File: config.mk
export PLATFORM = sky130hd
export DESIGN_NAME = csa_bist_repair_ctrl_flat
export DESIGN_NICKNAME = d
export VERILOG_FILES = /design/src/rtl/csa_bist_repair_ctrl_pkg.sv /design/src/rtl/csa_bist_repair_ctrl_if.sv /design/src/rtl/csa_repair_map.sv /design/src/rtl/csa_bist_repair_ctrl.sv /design/src/flat_wrapper.sv
export SDC_FILE = /design/constraint.sdc
export NUM_CORES = 1
export LEC_CHECK = 0
export BUFFER_PORTS_ARGS = -buffer_cell sky130_fd_sc_hd__clkbuf_2
export CAP_MARGIN = 20
export CORE_AREA = 2 2 55 67
export DETAILED_ROUTE_END_ITERATION = 10
export DIE_AREA = 0 0 57 69
export GPL_TIMING_DRIVEN = 0
export PLACE_DENSITY = 0.75
export SLEW_MARGIN = 20
export SYNTH_ARGS = -nofsm -noshare
export SYNTH_HDL_FRONTEND = slang
export SYNTH_SLANG_ARGS = --single-unit
File: constraint.sdc
create_clock -name clk -period 2.15 [get_ports clk]
set_input_delay 0.215 -clock clk [delete_from_list [all_inputs] [get_ports clk]]
set_output_delay 0.215 -clock clk [all_outputs]
set_load 0.1 [all_outputs]
File: src/rtl/csa_bist_repair_ctrl_pkg.sv
// Shared types, sizes and the golden conditional-sum cell function for the
// carry-select adder BIST/repair controller.
package csa_bist_pkg;

    typedef enum logic [1:0] {IDLE, APPLY, DECIDE, DONE} state_t;

    localparam int NUM_CSC = 4;
    localparam int CSC_W   = 6;
    localparam int PAT_W   = 4;

    // d = {a_hi, b_hi, a_lo, b_lo}; result packs both carry-in variants
    // interleaved: {c_1, c_0, s_hi_1, s_hi_0, s_lo_1, s_lo_0}.
    function automatic logic [CSC_W-1:0] csc_golden(input logic [PAT_W-1:0] d);
        logic [2:0] s0;
        logic [2:0] s1;
        s0 = {1'b0, d[3], d[1]} + {1'b0, d[2], d[0]};
        s1 = s0 + 3'd1;
        return {s1[2], s0[2], s1[1], s0[1], s1[0], s0[0]};
    endfunction

endpackage

File: src/rtl/csa_bist_repair_ctrl_if.sv
// Control/observe bundle between the BIST controller and the adder/host.
// Handshake: start is a level sampled on a rising edge only while the
// controller is in IDLE or DONE; done/result flags are held until the next
// accepted start or rst. There is no backpressure.
interface csa_bist_repair_ctrl_if;
    import csa_bist_pkg::*;

    logic        start;
    logic [23:0] test_output;
    logic        test;
    logic [3:0]  test_data;
    logic [2:0]  is;
    logic [3:0]  ss;
    logic        busy;
    logic        done;
    logic        pass;
    logic        repaired;
    logic        fail;
    logic [3:0]  fault_vec;
    logic [15:0] err_cnt;
    state_t      state;

    modport slave (
        input  start, test_output,
        output test, test_data, is, ss, busy, done, pass, repaired, fail,
               fault_vec, err_cnt, state
    );

    modport master (
        output start, test_output,
        input  test, test_data, is, ss, busy, done, pass, repaired, fail,
               fault_vec, err_cnt, state
    );

endinterface

File: src/rtl/csa_repair_map.sv
// Maps the per-cell fault flags to verdict flags and the is/ss steering that
// shifts every cell at or above a single faulty cell one slot toward the spare.
module csa_repair_map
    import csa_bist_pkg::*;
(
    input  logic [NUM_CSC-1:0] fault_vec,
    output logic [2:0]         is,
    output logic [3:0]         ss,
    output logic               pass,
    output logic               repaired,
    output logic               fail
);

    logic [2:0] n_faults;
    logic [1:0] f_idx;

    always_comb begin
        n_faults = '0;
        f_idx    = '0;
        for (int k = 0; k < NUM_CSC; k++) begin
            if (fault_vec[k]) begin
                n_faults = n_faults + 3'd1;
                f_idx    = 2'(k);
            end
        end
    end

    always_comb begin
        pass     = (n_faults == 3'd0);
        repaired = (n_faults == 3'd1);
        fail     = (n_faults >= 3'd2);
        is       = '0;
        ss       = '0;
        if (repaired) begin
            for (int j = 0; j < 3; j++) is[j] = (2'(j) >= f_idx);
            for (int j = 0; j < 4; j++) ss[j] = (2'(j) >= f_idx);
        end
    end

endmodule

File: src/rtl/csa_bist_repair_ctrl.sv
// BIST and self-repair sequencer for the 7-bit carry-select adder.
// Optional per-cell saturating mismatch counters: define CSA_ERR_CNT_EN.
module csa_bist_repair_ctrl
    import csa_bist_pkg::*;
#(
    parameter int SETTLE_CYCLES = 1,
    parameter int N_PATTERNS    = 16
) (
    input  logic                   clk,
    input  logic                   rst,
    csa_bist_repair_ctrl_if.slave  bus
);

    localparam int HOLD_W = (SETTLE_CYCLES > 1) ? $clog2(SETTLE_CYCLES) : 1;

    state_t             state_q, state_d;
    logic [PAT_W-1:0]   pat_q;
    logic [HOLD_W-1:0]  hold_q;
    logic [NUM_CSC-1:0] fault_q;
    logic [2:0]         is_q;
    logic [3:0]         ss_q;
    logic               pass_q, repaired_q, fail_q;

    logic               start_acc, last_hold, last_pat, cmp_en;
    logic [CSC_W-1:0]   golden;
    logic [NUM_CSC-1:0] mismatch;
    logic [2:0]         map_is;
    logic [3:0]         map_ss;
    logic               map_pass, map_repaired, map_fail;

    assign start_acc = bus.start && (state_q == IDLE || state_q == DONE);
    assign last_hold = (hold_q == HOLD_W'(SETTLE_CYCLES - 1));
    assign last_pat  = (pat_q == PAT_W'(N_PATTERNS - 1));
    assign cmp_en    = (state_q == APPLY) && last_hold;

    always_comb begin
        golden   = csc_golden(pat_q);
        mismatch = '0;
        for (int k = 0; k < NUM_CSC; k++)
            mismatch[k] = (bus.test_output[CSC_W*k +: CSC_W] != golden);
    end

    csa_repair_map u_map (
        .fault_vec (fault_q),
        .is        (map_is),
        .ss        (map_ss),
        .pass      (map_pass),
        .repaired  (map_repaired),
        .fail      (map_fail)
    );

    always_ff @(posedge clk) begin
        if (rst) state_q <= IDLE;
        else     state_q <= state_d;
    end

    always_comb begin
        state_d = state_q;
        case (state_q)
            IDLE:    if (start_acc) state_d = APPLY;
            APPLY:   if (cmp_en && last_pat) state_d = DECIDE;
            DECIDE:  state_d = DONE;
            DONE:    if (start_acc) state_d = APPLY;
            default: state_d = IDLE;
        endcase
    end

    always_comb begin
        bus.test  = (state_q == APPLY);
        bus.busy  = (state_q == APPLY) || (state_q == DECIDE);
        bus.done  = (state_q == DONE);
        bus.state = state_q;
    end

    // pat_q doubles as test_data; it wraps to 0 on leaving APPLY so the
    // adder sees a zero pattern during DECIDE and DONE.
    always_ff @(posedge clk) begin
        if (rst) begin
            pat_q      <= '0;
            hold_q     <= '0;
            fault_q    <= '0;
            is_q       <= '0;
            ss_q       <= '0;
            pass_q     <= 1'b0;
            repaired_q <= 1'b0;
            fail_q     <= 1'b0;
        end else if (start_acc) begin
            pat_q      <= '0;
            hold_q     <= '0;
            fault_q    <= '0;
            pass_q     <= 1'b0;
            repaired_q <= 1'b0;
            fail_q     <= 1'b0;
        end else if (state_q == APPLY) begin
            if (last_hold) begin
                hold_q  <= '0;
                fault_q <= fault_q | mismatch;
                pat_q   <= last_pat ? '0 : pat_q + 1'b1;
            end else begin
                hold_q  <= hold_q + 1'b1;
            end
        end else if (state_q == DECIDE) begin
            is_q       <= map_is;
            ss_q       <= map_ss;
            pass_q     <= map_pass;
            repaired_q <= map_repaired;
            fail_q     <= map_fail;
        end
    end

    assign bus.test_data = pat_q;
    assign bus.is        = is_q;
    assign bus.ss        = ss_q;
    assign bus.pass      = pass_q;
    assign bus.repaired  = repaired_q;
    assign bus.fail      = fail_q;
    assign bus.fault_vec = fault_q;

`ifdef CSA_ERR_CNT_EN
    logic [4*NUM_CSC-1:0] err_q;

    always_ff @(posedge clk) begin
        if (rst || start_acc) begin
            err_q <= '0;
        end else if (cmp_en) begin
            for (int k = 0; k < NUM_CSC; k++)
                if (mismatch[k] && err_q[4*k +: 4] != 4'hF)
                    err_q[4*k +: 4] <= err_q[4*k +: 4] + 4'd1;
        end
    end

    assign bus.err_cnt = err_q;
`else
    assign bus.err_cnt = '0;
`endif

endmodule

File: src/flat_wrapper.sv
// flat-port wrapper written by rule: the top's interface ports become plain ports
module csa_bist_repair_ctrl_flat import csa_bist_pkg::*;
#(
    parameter int SETTLE_CYCLES = 1,
    parameter int N_PATTERNS    = 16
)
  (clk, rst, bus_start, bus_test_output, bus_test, bus_test_data, bus_is, bus_ss, bus_busy, bus_done, bus_pass, bus_repaired, bus_fail, bus_fault_vec, bus_err_cnt, bus_state);
  csa_bist_repair_ctrl_if bus_i ();
  input  logic clk;
  input  logic rst;
  input wire logic [$bits(bus_i.start)-1:0] bus_start;
  input wire logic [$bits(bus_i.test_output)-1:0] bus_test_output;
  output wire logic [$bits(bus_i.test)-1:0] bus_test;
  output wire logic [$bits(bus_i.test_data)-1:0] bus_test_data;
  output wire logic [$bits(bus_i.is)-1:0] bus_is;
  output wire logic [$bits(bus_i.ss)-1:0] bus_ss;
  output wire logic [$bits(bus_i.busy)-1:0] bus_busy;
  output wire logic [$bits(bus_i.done)-1:0] bus_done;
  output wire logic [$bits(bus_i.pass)-1:0] bus_pass;
  output wire logic [$bits(bus_i.repaired)-1:0] bus_repaired;
  output wire logic [$bits(bus_i.fail)-1:0] bus_fail;
  output wire logic [$bits(bus_i.fault_vec)-1:0] bus_fault_vec;
  output wire logic [$bits(bus_i.err_cnt)-1:0] bus_err_cnt;
  output wire logic [$bits(bus_i.state)-1:0] bus_state;
  assign bus_i.start = bus_start;
  assign bus_i.test_output = bus_test_output;
  assign bus_test = bus_i.test;
  assign bus_test_data = bus_i.test_data;
  assign bus_is = bus_i.is;
  assign bus_ss = bus_i.ss;
  assign bus_busy = bus_i.busy;
  assign bus_done = bus_i.done;
  assign bus_pass = bus_i.pass;
  assign bus_repaired = bus_i.repaired;
  assign bus_fail = bus_i.fail;
  assign bus_fault_vec = bus_i.fault_vec;
  assign bus_err_cnt = bus_i.err_cnt;
  assign bus_state = bus_i.state;
  csa_bist_repair_ctrl #(.SETTLE_CYCLES(SETTLE_CYCLES), .N_PATTERNS(N_PATTERNS)) u_core (.clk(clk), .rst(rst), .bus(bus_i));
endmodule
==> reports/summary.json, run 1 <==
{
  "result_of_the_run": {"value": "complete, no violations"},
  "timing.critical_path.slowest_cell_delay": {"value": 0.49, "unit": "ns"},
  "p_int": {"value": 0.000910, "unit": "W"},
  "fp-row-count": {"value": 23},
  "setup_slack_at_placement": {"value": 0.0858, "unit": "ns"},
  "worstPathMaxFanout": {"value": 5},
  "synthMostInstantiatedCell": {"value": "sky130_fd_sc_hd__buf_4"},
  "synth_cells": {"value": 158},
  "rsz0062_at_grt": {"value": "false"},
  "min_period_over_period": {"value": 0.943},
  "setup_slack": {"value": 0.122, "unit": "ns"},
  "place_hpwl": {"value": 2250, "unit": "um"},
  "clk_latency": {"value": 0.25, "unit": "ns"},
  "timing.hold.worst.class": {"value": "primary input to register"},
  "cts-buffers-inserted": {"value": 3},
  "timing.critical_path.cells": {"value": "ha_4 -> inv_2 -> fa_1 -> buf_6 -> inv_2 -> ha_4 -> xor2_1 -> nor4_1 -> a31oi_1"},
  "cts.hold.buffers_added": {"value": 0},
  "synth_cell_type_count": {"value": 39},
  "htree_levels": {"value": 1},
  "ys_seq_area_frac": {"value": 0.260},
  "antenna_cells_inserted": {"value": 0},
  "largest_net_degree_at_the_start_of_global_routing": {"value": 11},
  "ir_worst_vdd": {"value": 0.000737, "unit": "V"},
  "cts.repair.resized": {"value": 0},
  "cts-root-to-sink-buffers": {"value": 2},
  "first_global_vias": {"value": 1113},
  "pin_count": {"value": 66},
  "routed_wl": {"value": 2730, "unit": "um"},
  "synth.area.top_cells": {"value": "sky130_fd_sc_hd__dfxtp_1 (26%), sky130_fd_sc_hd__buf_4 (11%), sky130_fd_sc_hd__xnor2_1 (10%)"},
  "grt-ovfl-total": {"value": 0},
  "finalSetupViolCount": {"value": 0},
  "pwr-share-seq": {"value": 0.206},
  "route.detailed.drc": {"value": 0},
  "max_cap_viol_count": {"value": 0},
  "fin_crit": {"value": 2.03, "unit": "ns"},
  "drt-initial-drc-count": {"value": 15},
  "number_of_warnings_printed_during_yosys_synthesis": {"value": 0},
  "grt_antenna_before_repair": {"value": 0},
  "drive_gt1_frac": {"value": 0.422},
  "finish.instance_area": {"value": 0.00178, "unit": "sq mm"},
  "wire_per_inst": {"value": 10.4, "unit": "um"},
  "num_vias": {"value": 1190},
  "number_of_max_slew_violations_in_the_final_report": {"value": 0},
  "netlist_area": {"value": 0.00131, "unit": "sq mm"},
  "floorplan.die_area": {"value": 0.00393, "unit": "sq mm"},
  "antenna_violating_nets_remaining": {"value": 0},
  "buffer_ports.inserted": {"value": 48},
  "clock.fmax": {"value": 493, "unit": "MHz"},
  "postSynthAreaPerCell": {"value": 8.30, "unit": "sq um"},
  "worstSetupPathType": {"value": "register to register"},
  "start_kind": {"value": "register"},
  "critPathRequiredTime": {"value": 2.28, "unit": "ns"},
  "synth_edf_count": {"value": 0},
  "routability_congestion_estimate_from_global_placement": {"value": 0.769},
  "area_growth_synth_to_finish": {"value": 35.6, "unit": "%"},
  "post-synth-top-area-fraction": {"value": 0.260},
  "cellLeakagePower": {"value": 0.878, "unit": "nW"},
  "clkPwrFrac": {"value": 0.101},
  "critPathSlowestCell": {"value": "sky130_fd_sc_hd__fa_1"},
  "synthDominantAreaCellType": {"value": "sky130_fd_sc_hd__dfxtp_1"},
  "globalRouteTotalUtil": {"value": 0.141},
  "dominantRegCellSynth": {"value": "sky130_fd_sc_hd__dfxtp_1"},
  "maxSlewHeadroom": {"value": 0.584},
  "synth_commonest_cells": {"value": "sky130_fd_sc_hd__buf_4 (19), sky130_fd_sc_hd__dfxtp_1 (17), sky130_fd_sc_hd__xnor2_1 (15)"},
  "tightestPinTransition": {"value": 0.624, "unit": "ns"},
  "critical_path.endpoint_type": {"value": "register"},
  "cp.arrival": {"value": 2.16, "unit": "ns"},
  "cts_post_setup_buffers_inserted": {"value": 0},
  "vias_per_cell": {"value": 4.54},
  "power.share.combinational": {"value": 0.693},
  "floorplan.initialDensity": {"value": 0.400},
  "cts_tree": {"value": "done"},
  "cellPowerDensity": {"value": 1350, "unit": "mW/mm^2"},
  "netSwitchingFraction": {"value": 0.620},
  "worst_setup_hold_path_clk_slew": {"value": 0.07, "unit": "ns"},
  "power.net_switching": {"value": 0.00148, "unit": "W"},
  "postSynth.asyncResetShare": {"value": 0},
  "clock-root-buffer": {"value": "sky130_fd_sc_hd__clkbuf_8"},
  "placed_area": {"value": 0.00173, "unit": "sq mm"},
  "final.setup_skew": {"value": 0.00138, "unit": "ns"},
  "postLayoutCoreUtil": {"value": 0.542},
  "finalHoldViolations": {"value": 0},
  "floorplan.core_area": {"value": 0.00328, "unit": "sq mm"},
  "initial_drt_pass_iterations": {"value": 4},
  "die_height": {"value": 69, "unit": "um"},
  "fillCellCount": {"value": 323},
  "yosys_register_bits": {"value": 17},
  "cts_sinks": {"value": 17},
  "die_wd": {"value": 57, "unit": "um"},
  "grt_first_pass_wirelength": {"value": 4580, "unit": "um"},
  "fin_nets": {"value": 264}
}
-- final timing paths --
kind,slack [ns],to,cells past startpoint,start
hold reg to reg,0.45,u_core.bus.ss[2],2,u_core.bus.ss[2]
setup / recovery,0.12,u_core.bus.fault_vec[1],9,u_core.bus.test_data[0]
hold / removal,0.25,u_core.bus.fault_vec[0],3,bus_test_output[5]
setup reg to reg,0.12,u_core.bus.fault_vec[1],9,u_core.bus.test_data[0]
-- registers in the layout, indices dropped and copies added (netlist names) --
signal,cells
u_core.bus.fault_vec,4
u_core.bus.ss,4
u_core.bus.test_data,4
u_core.bus.state,2
u_core.bus.fail,1
u_core.bus.pass,1
u_core.bus.repaired,1
-- layout by cell type (no fill, tap or decap), types with 5 or more instances in the layout --
| cell type | instances |
|---|---|
| sky130_fd_sc_hd__a21oi_1 | 5 |
| sky130_fd_sc_hd__buf_4 | 19 |
| sky130_fd_sc_hd__clkbuf_2 | 49 |
| sky130_fd_sc_hd__conb_1 | 16 |
| sky130_fd_sc_hd__dfxtp_1 | 8 |
| sky130_fd_sc_hd__dfxtp_4 | 5 |
| sky130_fd_sc_hd__ha_1 | 7 |
| sky130_fd_sc_hd__inv_1 | 9 |
| sky130_fd_sc_hd__nand2_1 | 14 |
| sky130_fd_sc_hd__nor2_1 | 11 |
| sky130_fd_sc_hd__o21ai_0 | 9 |
| sky130_fd_sc_hd__xnor2_1 | 15 |
-- stage by stage --
step | power [W] | TNS [ns] | std cells | hold slack, ns
floorplan | 0.00195 | -0.123 | 173 | 0.403
global placement | 0.00215 | 0 | 258 | 0.442
detailed placement | 0.00217 | 0 | 258 | 0.446
CTS | 0.00241 | 0 | 262 | 0.250
global route | 0.00253 | 0 | 262 | 0.273
finish | 0.00239 | 0 | 262 | 0.251
-- critical path, delay by kind of cell, from the launching register on --
kind	cells	cell delay (ns)
compound gates	1	0.11
xor+xnor	1	0.14
fa+ha+maj	3	0.87
buf+inv	3	0.21
flops	1	0.38
simple gates	1	0.19
-- power groups by stage --
stage / clock [W] / sequential, W / combinational [W]
after floorplan: 0 / 0.00103 / 0.000921
after global placement: 0 / 0.000499 / 0.00165
after detailed placement: 0 / 0.000501 / 0.00167
after CTS: 0.000247 / 0.000494 / 0.00167
after global routing: 0.000260 / 0.000508 / 0.00176
final: 0.000242 / 0.000493 / 0.00166
-- layer usage --
layer,vias up,wire length (um),global-route usage
li1,632,-,-
met1,508,1150,0.169
met2,44,1340,0.243
met3,6,179,0.0206
met4,0,53,0.0646
met5,-,0,0
-- kinds of logic (layout without fill, tap and decap cells) --
family,count (synthesis),after routing,share of synthesized area
fa+ha+maj,11,11,0.111
xor+xnor,21,21,0.152
simple gates,42,42,0.164
compound gates,29,29,0.141
buf+inv,36,88,0.161
mux,1,1,0.00859
flops,17,17,0.260
other cells,1,16,0.00286
-- cell type report --
type | instances | area, sq um | share of cell area
Buffer | 25 | 176 | 0.0992
Clock buffer | 4 | 45.0 | 0.0253
Inverter | 11 | 41.3 | 0.0232
Multi-Input combinational cell | 120 | 865 | 0.486
Sequential cell | 17 | 364 | 0.205
Tap cell | 37 | 46.3 | 0.0260
Timing Repair Buffer | 48 | 240 | 0.135
Power figures use the tool's default switching activity.
==> inputs of run 2 (changes only) <==
Settings changed: CORE_AREA 2 2 55 67 to 2 2 53 65, DIE_AREA 0 0 57 69 to 0 0 55 67, PLACE_DENSITY 0.75 to 0.77.
Clock period 2.15 ns to 1.9 ns, I/O delays scaled along.
==> run 2 against run 1 <==
Effect of this change: routed wire length is 2.2% higher; largest power group unchanged; clock power fell by 22%; global-route usage increased by 1.7 points.
==> reports/summary.json, run 2 (same netlist as run 1, synthesis figures left out) <==
{
  "result_of_the_run": {"value": "complete, no violations", "change": "unchanged"},
  "timing.hold.worst_path_depth": {"value": 3, "change": "unchanged"},
  "number_of_buffers_and_inverters_on_the_critical_path": {"value": 2, "change": "was 3"},
  "number_of_max_slew_violations_in_the_final_report": {"value": 0, "change": "unchanged"},
  "finalSetupViolCount": {"value": 0, "change": "unchanged"},
  "buffer_ports.inserted": {"value": 48, "change": "unchanged"},
  "worstPathMaxFanout": {"value": 4, "change": "was 5"},
  "floorplan.die_area": {"value": 0.00369, "unit": "sq mm", "change": "was 0.00393 sq mm"},
  "fillCellCount": {"value": 297, "change": "was 323"},
  "cts.hold.buffers_added": {"value": 0, "change": "unchanged"},
  "drt-initial-drc-count": {"value": 13, "change": "was 15"},
  "postLayoutCoreUtil": {"value": 0.619, "change": "was 0.542"},
  "antenna_violating_nets_remaining": {"value": 0, "change": "unchanged"},
  "p_int": {"value": 0.00108, "unit": "W", "change": "was 0.000910 W"},
  "initial_drt_pass_iterations": {"value": 3, "change": "was 4"},
  "timing.critical_path.slowest_cell_delay": {"value": 0.52, "unit": "ns", "change": "was 0.49 ns"},
  "num_vias": {"value": 1240, "change": "was 1190"},
  "met1_length": {"value": 1040, "unit": "um", "change": "was 1150 um"},
  "grt-ovfl-total": {"value": 0, "change": "unchanged"},
  "fin_tns_setup": {"value": 0, "unit": "ns", "change": "unchanged"},
  "max_cap_viol_count": {"value": 0, "change": "unchanged"},
  "pin_count": {"value": 66, "change": "unchanged"},
  "min_period_over_period": {"value": 0.996, "change": "was 0.943"},
  "routed_wl": {"value": 2790, "unit": "um", "change": "was 2730 um"},
  "worst_setup_hold_path_clk_slew": {"value": 0.10, "unit": "ns", "change": "was 0.07 ns"},
  "critPathRequiredTime": {"value": 2.07, "unit": "ns", "change": "was 2.28 ns"},
  "dr_wl_met3": {"value": 164, "unit": "um", "change": "was 179 um"},
  "critPathSlowestCell": {"value": "sky130_fd_sc_hd__fa_1", "change": "unchanged"},
  "routability_congestion_estimate_from_global_placement": {"value": 0.754, "change": "was 0.769"},
  "drive_gt1_frac": {"value": 0.483, "change": "was 0.422"},
  "clock-root-buffer": {"value": "sky130_fd_sc_hd__clkbuf_4", "change": "was sky130_fd_sc_hd__clkbuf_8"},
  "pwr-share-seq": {"value": 0.200, "change": "was 0.206"},
  "cts_tree": {"value": "done", "change": "unchanged"},
  "grt_antenna_before_repair": {"value": 0, "change": "unchanged"},
  "cellLeakagePower": {"value": 0.919, "unit": "nW", "change": "was 0.878 nW"},
  "hold_path_endpoint": {"value": "u_core.bus.fault_vec[2]", "change": "was u_core.bus.fault_vec[0]"},
  "antenna_cells_inserted": {"value": 0, "change": "unchanged"},
  "floorplan.core_area": {"value": 0.00303, "unit": "sq mm", "change": "was 0.00328 sq mm"},
  "largest_net_degree_at_the_start_of_global_routing": {"value": 11, "change": "unchanged"},
  "cts_sinks": {"value": 17, "change": "unchanged"},
  "fp-row-count": {"value": 22, "change": "was 23"},
  "wire_per_inst": {"value": 10.4, "unit": "um", "change": "about the same"},
  "stdcell_count": {"value": 268, "change": "was 262"},
  "place_hpwl": {"value": 2320, "unit": "um", "change": "was 2250 um"},
  "r2r.worst_path.cells": {"value": 8, "change": "was 9"},
  "cp_top_family": {"value": "adder cells", "change": "unchanged"},
  "die_wd": {"value": 55, "unit": "um", "change": "was 57 um"},
  "layout.cells.most_common_list": {"value": "sky130_fd_sc_hd__clkbuf_2 (49), sky130_fd_sc_hd__buf_4 (27), sky130_fd_sc_hd__conb_1 (16)", "change": "was sky130_fd_sc_hd__clkbuf_2 (49), sky130_fd_sc_hd__buf_4 (19), sky130_fd_sc_hd__conb_1 (16)"},
  "cts-root-to-sink-buffers": {"value": 2, "change": "unchanged"},
  "final_common_cell": {"value": "sky130_fd_sc_hd__clkbuf_2", "change": "unchanged"},
  "cp.arrival": {"value": 2.06, "unit": "ns", "change": "was 2.16 ns"},
  "critical_path.endpoint_type": {"value": "register", "change": "unchanged"},
  "start_kind": {"value": "register", "change": "unchanged"},
  "cts-buffers-inserted": {"value": 3, "change": "unchanged"},
  "timing.hold.worst.class": {"value": "primary input to register", "change": "unchanged"},
  "cellPowerDensity": {"value": 1500, "unit": "mW/mm^2", "change": "was 1350 mW/mm^2"},
  "finalHoldViolations": {"value": 0, "change": "unchanged"},
  "clock.fmax": {"value": 528, "unit": "MHz", "change": "was 493 MHz"},
  "clkPwrFrac": {"value": 0.067, "change": "was 0.101"},
  "clk_latency": {"value": 0.28, "unit": "ns", "change": "was 0.25 ns"},
  "maxSlewHeadroom": {"value": 0.639, "change": "was 0.584"},
  "rsz0062_at_grt": {"value": "true", "change": "was false"},
  "htree_levels": {"value": 1, "change": "unchanged"},
  "timing.critical_path.cells": {"value": "ha_4 -> inv_2 -> fa_1 -> inv_2 -> ha_4 -> xor2_1 -> nor4_1 -> a31oi_1", "change": "was ha_4 -> inv_2 -> fa_1 -> buf_6 -> inv_2 -> ha_4 -> xor2_1 -> nor4_1 -> a31oi_1"},
  "r2r_start": {"value": "u_core.bus.test_data[1]", "change": "was u_core.bus.test_data[0]"},
  "placed_instance_count": {"value": 257, "change": "was 258"},
  "tightestPinTransition": {"value": 0.544, "unit": "ns", "change": "was 0.624 ns"},
  "die_height": {"value": 67, "unit": "um", "change": "was 69 um"},
  "ir_worst_vdd": {"value": 0.00111, "unit": "V", "change": "was 0.000737 V"},
  "vias_per_cell": {"value": 4.63, "change": "was 4.54"},
  "worstSetupPathType": {"value": "register to register", "change": "unchanged"},
  "area_growth_synth_to_finish": {"value": 43.0, "unit": "%", "change": "was 35.6%"},
  "regToRegSetupSlack": {"value": 0.007, "unit": "ns", "change": "was 0.12 ns"},
  "grt_first_pass_wirelength": {"value": 4310, "unit": "um", "change": "was 4580 um"},
  "globalRouteTotalUtil": {"value": 0.158, "change": "was 0.141"},
  "final.setup_skew": {"value": 0.00512, "unit": "ns", "change": "was 0.00138 ns"},
  "dr_wl_met2": {"value": 1540, "unit": "um", "change": "was 1340 um"},
  "holdWs": {"value": 0.187, "unit": "ns", "change": "was 0.251 ns"},
  "top_layer_used": {"value": "met4", "change": "unchanged"},
  "r2r_end": {"value": "u_core.bus.fault_vec[2]", "change": "was u_core.bus.fault_vec[1]"},
  "route.detailed.drc": {"value": 0, "change": "unchanged"},
  "power.net_switching": {"value": 0.00173, "unit": "W", "change": "was 0.00148 W"},
  "fin_nets": {"value": 271, "change": "was 264"},
  "floorplan.initialDensity": {"value": 0.433, "change": "was 0.400"},
  "hold_path_startpoint": {"value": "bus_test_output[17]", "change": "was bus_test_output[5]"},
  "netSwitchingFraction": {"value": 0.616, "change": "was 0.620"},
  "first_global_vias": {"value": 1074, "change": "was 1113"},
  "power.share.combinational": {"value": 0.732, "change": "was 0.693"},
  "fin_crit": {"value": 1.89, "unit": "ns", "change": "was 2.03 ns"}
}
==> run 2: how the worst max path moves through the flow <==
stage / end / start / slack (ns) / cells past startpoint
floorplan: u_core.bus.fault_vec[2] / u_core.bus.test_data[1] / -0.27 / 9
global placement: u_core.bus.fault_vec[1] / u_core.bus.test_data[1] / -0.14 / 9
detailed placement: u_core.bus.fault_vec[1] / u_core.bus.test_data[1] / -0.15 / 9
CTS: u_core.bus.fault_vec[2] / u_core.bus.test_data[1] / -0.11 / 9
global route: u_core.bus.fault_vec[2] / u_core.bus.test_data[1] / -0.1 / 8
finish: u_core.bus.fault_vec[2] / u_core.bus.test_data[1] / 0.007 / 8
==> run 2: power groups by stage <==
stage / combinational (W) / sequential, W / clock [W]
6_report: 0.00206 / 0.000563 / 0.000189
5_1_grt: 0.00220 / 0.000583 / 0.000217
4_1_cts: 0.00195 / 0.000565 / 0.000195
3_5_place_dp: 0.00192 / 0.000580 / 0
3_3_place_gp: 0.00189 / 0.000576 / 0
2_1_floorplan: 0.00106 / 0.00117 / 0
==> run 2: layout make-up <==
| cell class | count | area, sq um | share of cell area |
|---|---|---|---|
| Timing Repair Buffer | 56 | 300 | 0.160 |
| Clock buffer | 4 | 26.3 | 0.0140 |
| Multi-Input combinational cell | 120 | 925 | 0.493 |
| Sequential cell | 17 | 373 | 0.199 |
| Tap cell | 36 | 45.0 | 0.0240 |
| Buffer | 24 | 165 | 0.0881 |
| Inverter | 11 | 41.3 | 0.0220 |
==> run 2: repair_timing <==
action,CTS,global route
gates resized for setup,0,9
endpoints found under the setup margin,4,7
buffers inserted,4,4
pin swaps,6,10
==> run 2: per-stage QoR <==
stage               power, W  area (sq um)  setup slack, ns
floorplan            0.00224          1470           -0.269
global placement     0.00246          1750           -0.142
detailed placement   0.00250          1750           -0.145
CTS                  0.00271          1810           -0.109
global route         0.00300          1880          -0.0951
finish               0.00281          1880          0.00678
==> run 2: tightest hold or removal path, cell delays in order <==
cell	delay (ns)
sky130_fd_sc_hd__clkbuf_2	0.08
sky130_fd_sc_hd__xnor2_1	0.10
sky130_fd_sc_hd__a31oi_1	0.06
==> run 2: per-layer routing <==
metal  GRT usage  vias to the layer above
li1            -                      647
met4      0.0640                        0
met1       0.176                      550
met2       0.289                       39
met5           0                        -
met3      0.0179                        4
==> inputs of run 3 (changes only) <==
Settings changed: CORE_AREA 2 2 53 65 to 2 2 62 64, DIE_AREA 0 0 55 67 to 0 0 64 66, PLACE_DENSITY 0.77 to 0.75, SYNTH_HIERARCHICAL set to 1.
==> run 3 against run 2 <==
Effect of this change: sequential power rose by 12%; area after synthesis rose by 18%; clock power rose by 90%; largest cell class unchanged.
==> reports/summary.json, run 3 <==
{
  "netlist_area": {"value": 0.00155, "unit": "sq mm", "change": "was 0.00131 sq mm"},
  "cellPowerDensity": {"value": 1570, "unit": "mW/mm^2", "change": "was 1500 mW/mm^2"},
  "finalSetupViolCount": {"value": 0, "change": "unchanged"},
  "cts-buffers-inserted": {"value": 3, "change": "unchanged"},
  "cts_sinks": {"value": 20, "change": "was 17"},
  "globalRouteTotalUtil": {"value": 0.159, "change": "was 0.158"},
  "wire_per_inst": {"value": 10.8, "unit": "um", "change": "was 10.4 um"},
  "synth_cells": {"value": 175, "change": "was 158"},
  "worstPathMaxFanout": {"value": 4, "change": "unchanged"},
  "pin_count": {"value": 66, "change": "unchanged"},
  "synthDominantAreaCellType": {"value": "sky130_fd_sc_hd__dfxtp_1", "change": "unchanged"},
  "dominantRegCellSynth": {"value": "sky130_fd_sc_hd__dfxtp_1", "change": "unchanged"},
  "synth.area.top_cells": {"value": "sky130_fd_sc_hd__dfxtp_1 (26%), sky130_fd_sc_hd__buf_4 (11%), sky130_fd_sc_hd__ha_1 (8.9%)", "change": "was sky130_fd_sc_hd__dfxtp_1 (26%), sky130_fd_sc_hd__buf_4 (11%), sky130_fd_sc_hd__xnor2_1 (10%)"},
  "start_kind": {"value": "register", "change": "unchanged"},
  "floorplan.core_area": {"value": 0.00355, "unit": "sq mm", "change": "was 0.00303 sq mm"},
  "postSynthAreaPerCell": {"value": 8.87, "unit": "sq um", "change": "was 8.30 sq um"},
  "critical_path.endpoint_type": {"value": "register", "change": "unchanged"},
  "largest_net_degree_at_the_start_of_global_routing": {"value": 13, "change": "was 11"},
  "fillCellCount": {"value": 329, "change": "was 297"},
  "number_of_max_slew_violations_in_the_final_report": {"value": 0, "change": "unchanged"},
  "synth_edf_count": {"value": 0, "change": "unchanged"},
  "timing.critical_path.cells": {"value": "ha_4 -> fa_2 -> ha_4 -> xor2_1 -> nor4_2 -> a31oi_1", "change": "was ha_4 -> inv_2 -> fa_1 -> inv_2 -> ha_4 -> xor2_1 -> nor4_1 -> a31oi_1"},
  "worstSetupStartpoint": {"value": "u_core/bus.test_data[1]", "change": "was u_core.bus.test_data[1]"},
  "num_vias": {"value": 1344, "change": "was 1240"},
  "synth_commonest_cells": {"value": "sky130_fd_sc_hd__buf_4 (22), sky130_fd_sc_hd__dfxtp_1 (20), sky130_fd_sc_hd__nor2_1 (19)", "change": "was sky130_fd_sc_hd__buf_4 (19), sky130_fd_sc_hd__dfxtp_1 (17), sky130_fd_sc_hd__xnor2_1 (15)"},
  "postLayoutCoreUtil": {"value": 0.605, "change": "was 0.619"},
  "final-seq-area": {"value": 430, "unit": "sq um", "change": "was 373 sq um"},
  "r2r_start": {"value": "u_core/bus.test_data[1]", "change": "was u_core.bus.test_data[1]"},
  "routability_congestion_estimate_from_global_placement": {"value": 0.743, "change": "was 0.754"},
  "place_hpwl": {"value": 2600, "unit": "um", "change": "was 2320 um"},
  "min_period_over_period": {"value": 1.00, "change": "was 0.996"},
  "clk_latency": {"value": 0.31, "unit": "ns", "change": "was 0.28 ns"},
  "tightestPinTransition": {"value": 0.549, "unit": "ns", "change": "was 0.544 ns"},
  "synthMostInstantiatedCell": {"value": "sky130_fd_sc_hd__buf_4", "change": "unchanged"},
  "first_global_vias": {"value": 1233, "change": "was 1074"},
  "cp.arrival": {"value": 2.10, "unit": "ns", "change": "was 2.06 ns"},
  "cellLeakagePower": {"value": 1.05, "unit": "nW", "change": "was 0.919 nW"},
  "cts.hold.buffers_added": {"value": 0, "change": "unchanged"},
  "drt-initial-drc-count": {"value": 24, "change": "was 13"},
  "result_of_the_run": {"value": "complete, no violations", "change": "unchanged"},
  "rsz0062_at_grt": {"value": "true", "change": "unchanged"},
  "floorplan.die_area": {"value": 0.00422, "unit": "sq mm", "change": "was 0.00369 sq mm"},
  "grt_antenna_before_repair": {"value": 0, "change": "unchanged"},
  "finalHoldViolations": {"value": 0, "change": "unchanged"},
  "post-synth-top-area-fraction": {"value": 0.258, "change": "was 0.260"},
  "synth_cell_type_count": {"value": 38, "change": "was 39"},
  "timing.hold.worst.class": {"value": "primary input to register", "change": "unchanged"},
  "drive_gt1_frac": {"value": 0.468, "change": "was 0.483"},
  "vias_per_cell": {"value": 4.48, "change": "was 4.63"},
  "ys_seq_area_frac": {"value": 0.258, "change": "was 0.260"},
  "timing.critical_path.slowest_cell_delay": {"value": 0.57, "unit": "ns", "change": "was 0.52 ns"},
  "cp_top_family": {"value": "adder cells", "change": "unchanged"},
  "critPathRequiredTime": {"value": 2.10, "unit": "ns", "change": "was 2.07 ns"},
  "number_of_buffers_and_inverters_on_the_critical_path": {"value": 0, "change": "was 2"},
  "grt-ovfl-total": {"value": 0, "change": "unchanged"},
  "routed_wl": {"value": 3240, "unit": "um", "change": "was 2790 um"},
  "area_growth_synth_to_finish": {"value": 38.4, "unit": "%", "change": "was 43.0%"},
  "grt_first_pass_wirelength": {"value": 5400, "unit": "um", "change": "was 4310 um"},
  "die_height": {"value": 66, "unit": "um", "change": "was 67 um"},
  "fin_nets": {"value": 292, "change": "was 271"},
  "critPathSlowestCell": {"value": "sky130_fd_sc_hd__fa_2", "change": "was sky130_fd_sc_hd__fa_1"},
  "fin_crit": {"value": 1.90, "unit": "ns", "change": "was 1.89 ns"},
  "buffer_ports.inserted": {"value": 49, "change": "was 48"},
  "critical-path-top-cell-by-count": {"value": "sky130_fd_sc_hd__ha_4"},
  "clock.fmax": {"value": 527, "unit": "MHz", "change": "was 528 MHz"},
  "postSynth.asyncResetShare": {"value": 0, "change": "unchanged"},
  "worst_setup_hold_path_clk_slew": {"value": 0.12, "unit": "ns", "change": "was 0.10 ns"},
  "cts-root-to-sink-buffers": {"value": 2, "change": "unchanged"},
  "fin_total_pwr": {"value": 0.00338, "unit": "W", "change": "was 0.00281 W"},
  "cts_tree": {"value": "done", "change": "unchanged"},
  "route.detailed.drc": {"value": 0, "change": "unchanged"},
  "final_common_cell": {"value": "sky130_fd_sc_hd__clkbuf_2", "change": "unchanged"},
  "htree_levels": {"value": 1, "change": "unchanged"},
  "yosys_register_bits": {"value": 20, "change": "was 17"},
  "die_wd": {"value": 64, "unit": "um", "change": "was 55 um"},
  "maxSlewHeadroom": {"value": 0.636, "change": "was 0.639"},
  "placed_area": {"value": 0.00201, "unit": "sq mm", "change": "was 0.00175 sq mm"},
  "fp-row-count": {"value": 22, "change": "unchanged"},
  "layout.cells.most_common_list": {"value": "sky130_fd_sc_hd__clkbuf_2 (48), sky130_fd_sc_hd__buf_4 (30), sky130_fd_sc_hd__nor2_1 (19)", "change": "was sky130_fd_sc_hd__clkbuf_2 (49), sky130_fd_sc_hd__buf_4 (27), sky130_fd_sc_hd__conb_1 (16)"},
  "multi_input_comb_area": {"value": 0.00106, "unit": "sq mm", "change": "was 925 sq um"},
  "number_of_warnings_printed_during_yosys_synthesis": {"value": 6, "change": "was 0"},
  "max_cap_viol_count": {"value": 0, "change": "unchanged"},
  "ir_worst_vdd": {"value": 0.000942, "unit": "V", "change": "was 0.00111 V"},
  "final.setup_skew": {"value": 0.00628, "unit": "ns", "change": "was 0.00512 ns"},
  "antenna_violating_nets_remaining": {"value": 0, "change": "unchanged"},
  "floorplan.initialDensity": {"value": 0.437, "change": "was 0.433"},
  "hold_path_startpoint": {"value": "bus_test_output[5]", "change": "was bus_test_output[17]"},
  "worstSetupPathType": {"value": "register to register", "change": "unchanged"},
  "finish.instance_area": {"value": 0.00215, "unit": "sq mm", "change": "was 0.00188 sq mm"},
  "initial_drt_pass_iterations": {"value": 4, "change": "was 3"},
  "clock-root-buffer": {"value": "sky130_fd_sc_hd__clkbuf_4", "change": "unchanged"},
  "antenna_cells_inserted": {"value": 0, "change": "unchanged"}
}
==> run 3: cell types whose count changed after synthesis, moves of 3 or more <==
cell / previous run / this run
sky130_fd_sc_hd__nor2_1: 11 / 19
sky130_fd_sc_hd__buf_4: 19 / 22
sky130_fd_sc_hd__xor2_1: 4 / 13
sky130_fd_sc_hd__dfxtp_1: 17 / 20
sky130_fd_sc_hd__xnor2_1: 15 / 6
sky130_fd_sc_hd__o22ai_1: 1 / 4
sky130_fd_sc_hd__nand2_1: 14 / 7
sky130_fd_sc_hd__o21ai_0: 9 / 6
sky130_fd_sc_hd__inv_1: 11 / 5
sky130_fd_sc_hd__nand2b_1: 1 / 7
sky130_fd_sc_hd__mux2i_1: 0 / 12
==> run 3: timing repair <==
item	CTS	global route
resized for setup	1	4
endpoints found under the hold margin	0	0
setup endpoints to repair	4	7
setup buffers	4	5
pin swaps	1	3
==> run 3: report_power, final <==
part | internal (W) | switching [W] | leakage (nW)
Combinational | 0.000750 | 0.00164 | 0.853
Clock | 0.000213 | 0.000146 | 0.0279
Sequential | 0.000530 | 0.0000998 | 0.169
==> run 3: kinds of logic after synthesis <==
| kind of cell | Yosys count | synth area share |
|---|---|---|
| and+or+nand+nor | 48 | 0.163 |
| other | 1 | 0.00242 |
| buffers and inverters | 33 | 0.144 |
| muxes | 13 | 0.0846 |
| xor gates and xnor gates | 20 | 0.125 |
| DFF | 20 | 0.258 |
| adders and majority gates | 12 | 0.102 |
| AOI/OAI and AO/OA | 28 | 0.122 |
==> run 3: final timing paths <==
kind                                                end  slack (ns)  cells past startpoint
worst max-delay path            u_core/bus.fault_vec[2]      0.0007                      6
worst min-delay path            u_core/bus.fault_vec[0]        0.16                      3
worst max register to register  u_core/bus.fault_vec[2]      0.0007                      6
worst min register to register          u_core/bus.fail        0.51                      2
==> run 3: routing by layer <==
layer / track usage / vias to the layer above / share of wire
met2: 0.290 / 35 / 0.52
met4: 0.0353 / 0 / 0
met3: 0.0256 / 0 / 0.049
met1: 0.195 / 598 / 0.44
li1: - / 711 / -
met5: 0 / - / 0
==> run 3: area by class of cell <==
type	instances	share of cell area
Tap cell	48	0.0279
Sequential cell	20	0.200
Buffer	28	0.0972
Inverter	5	0.0111
Clock inverter	1	0.0140
Clock buffer	3	0.0105
Timing Repair Buffer	58	0.146
Multi-Input combinational cell	137	0.494
==> run 3: worst register-to-register path: stages (launching register included) <==
cell and delay [ns]:
sky130_fd_sc_hd__dfxtp_4 0.38, sky130_fd_sc_hd__ha_4 0.17, sky130_fd_sc_hd__fa_2 0.57, sky130_fd_sc_hd__ha_4 0.22, sky130_fd_sc_hd__xor2_1 0.17, sky130_fd_sc_hd__nor4_2 0.18
sky130_fd_sc_hd__a31oi_1 0.11
==> run 3: stage by stage <==
stage	setup WS (ns)	hold slack, ns	setup TNS, ns	instances
after global placement	-0.127	0.472	-0.394	287
after floorplan	-0.136	0.377	-0.586	190
after detailed placement	-0.184	0.488	-0.510	287
after global routing	-0.119	0.158	-0.335	300
final	0.000742	0.162	0	300
after CTS	-0.0505	0.146	-0.0713	295
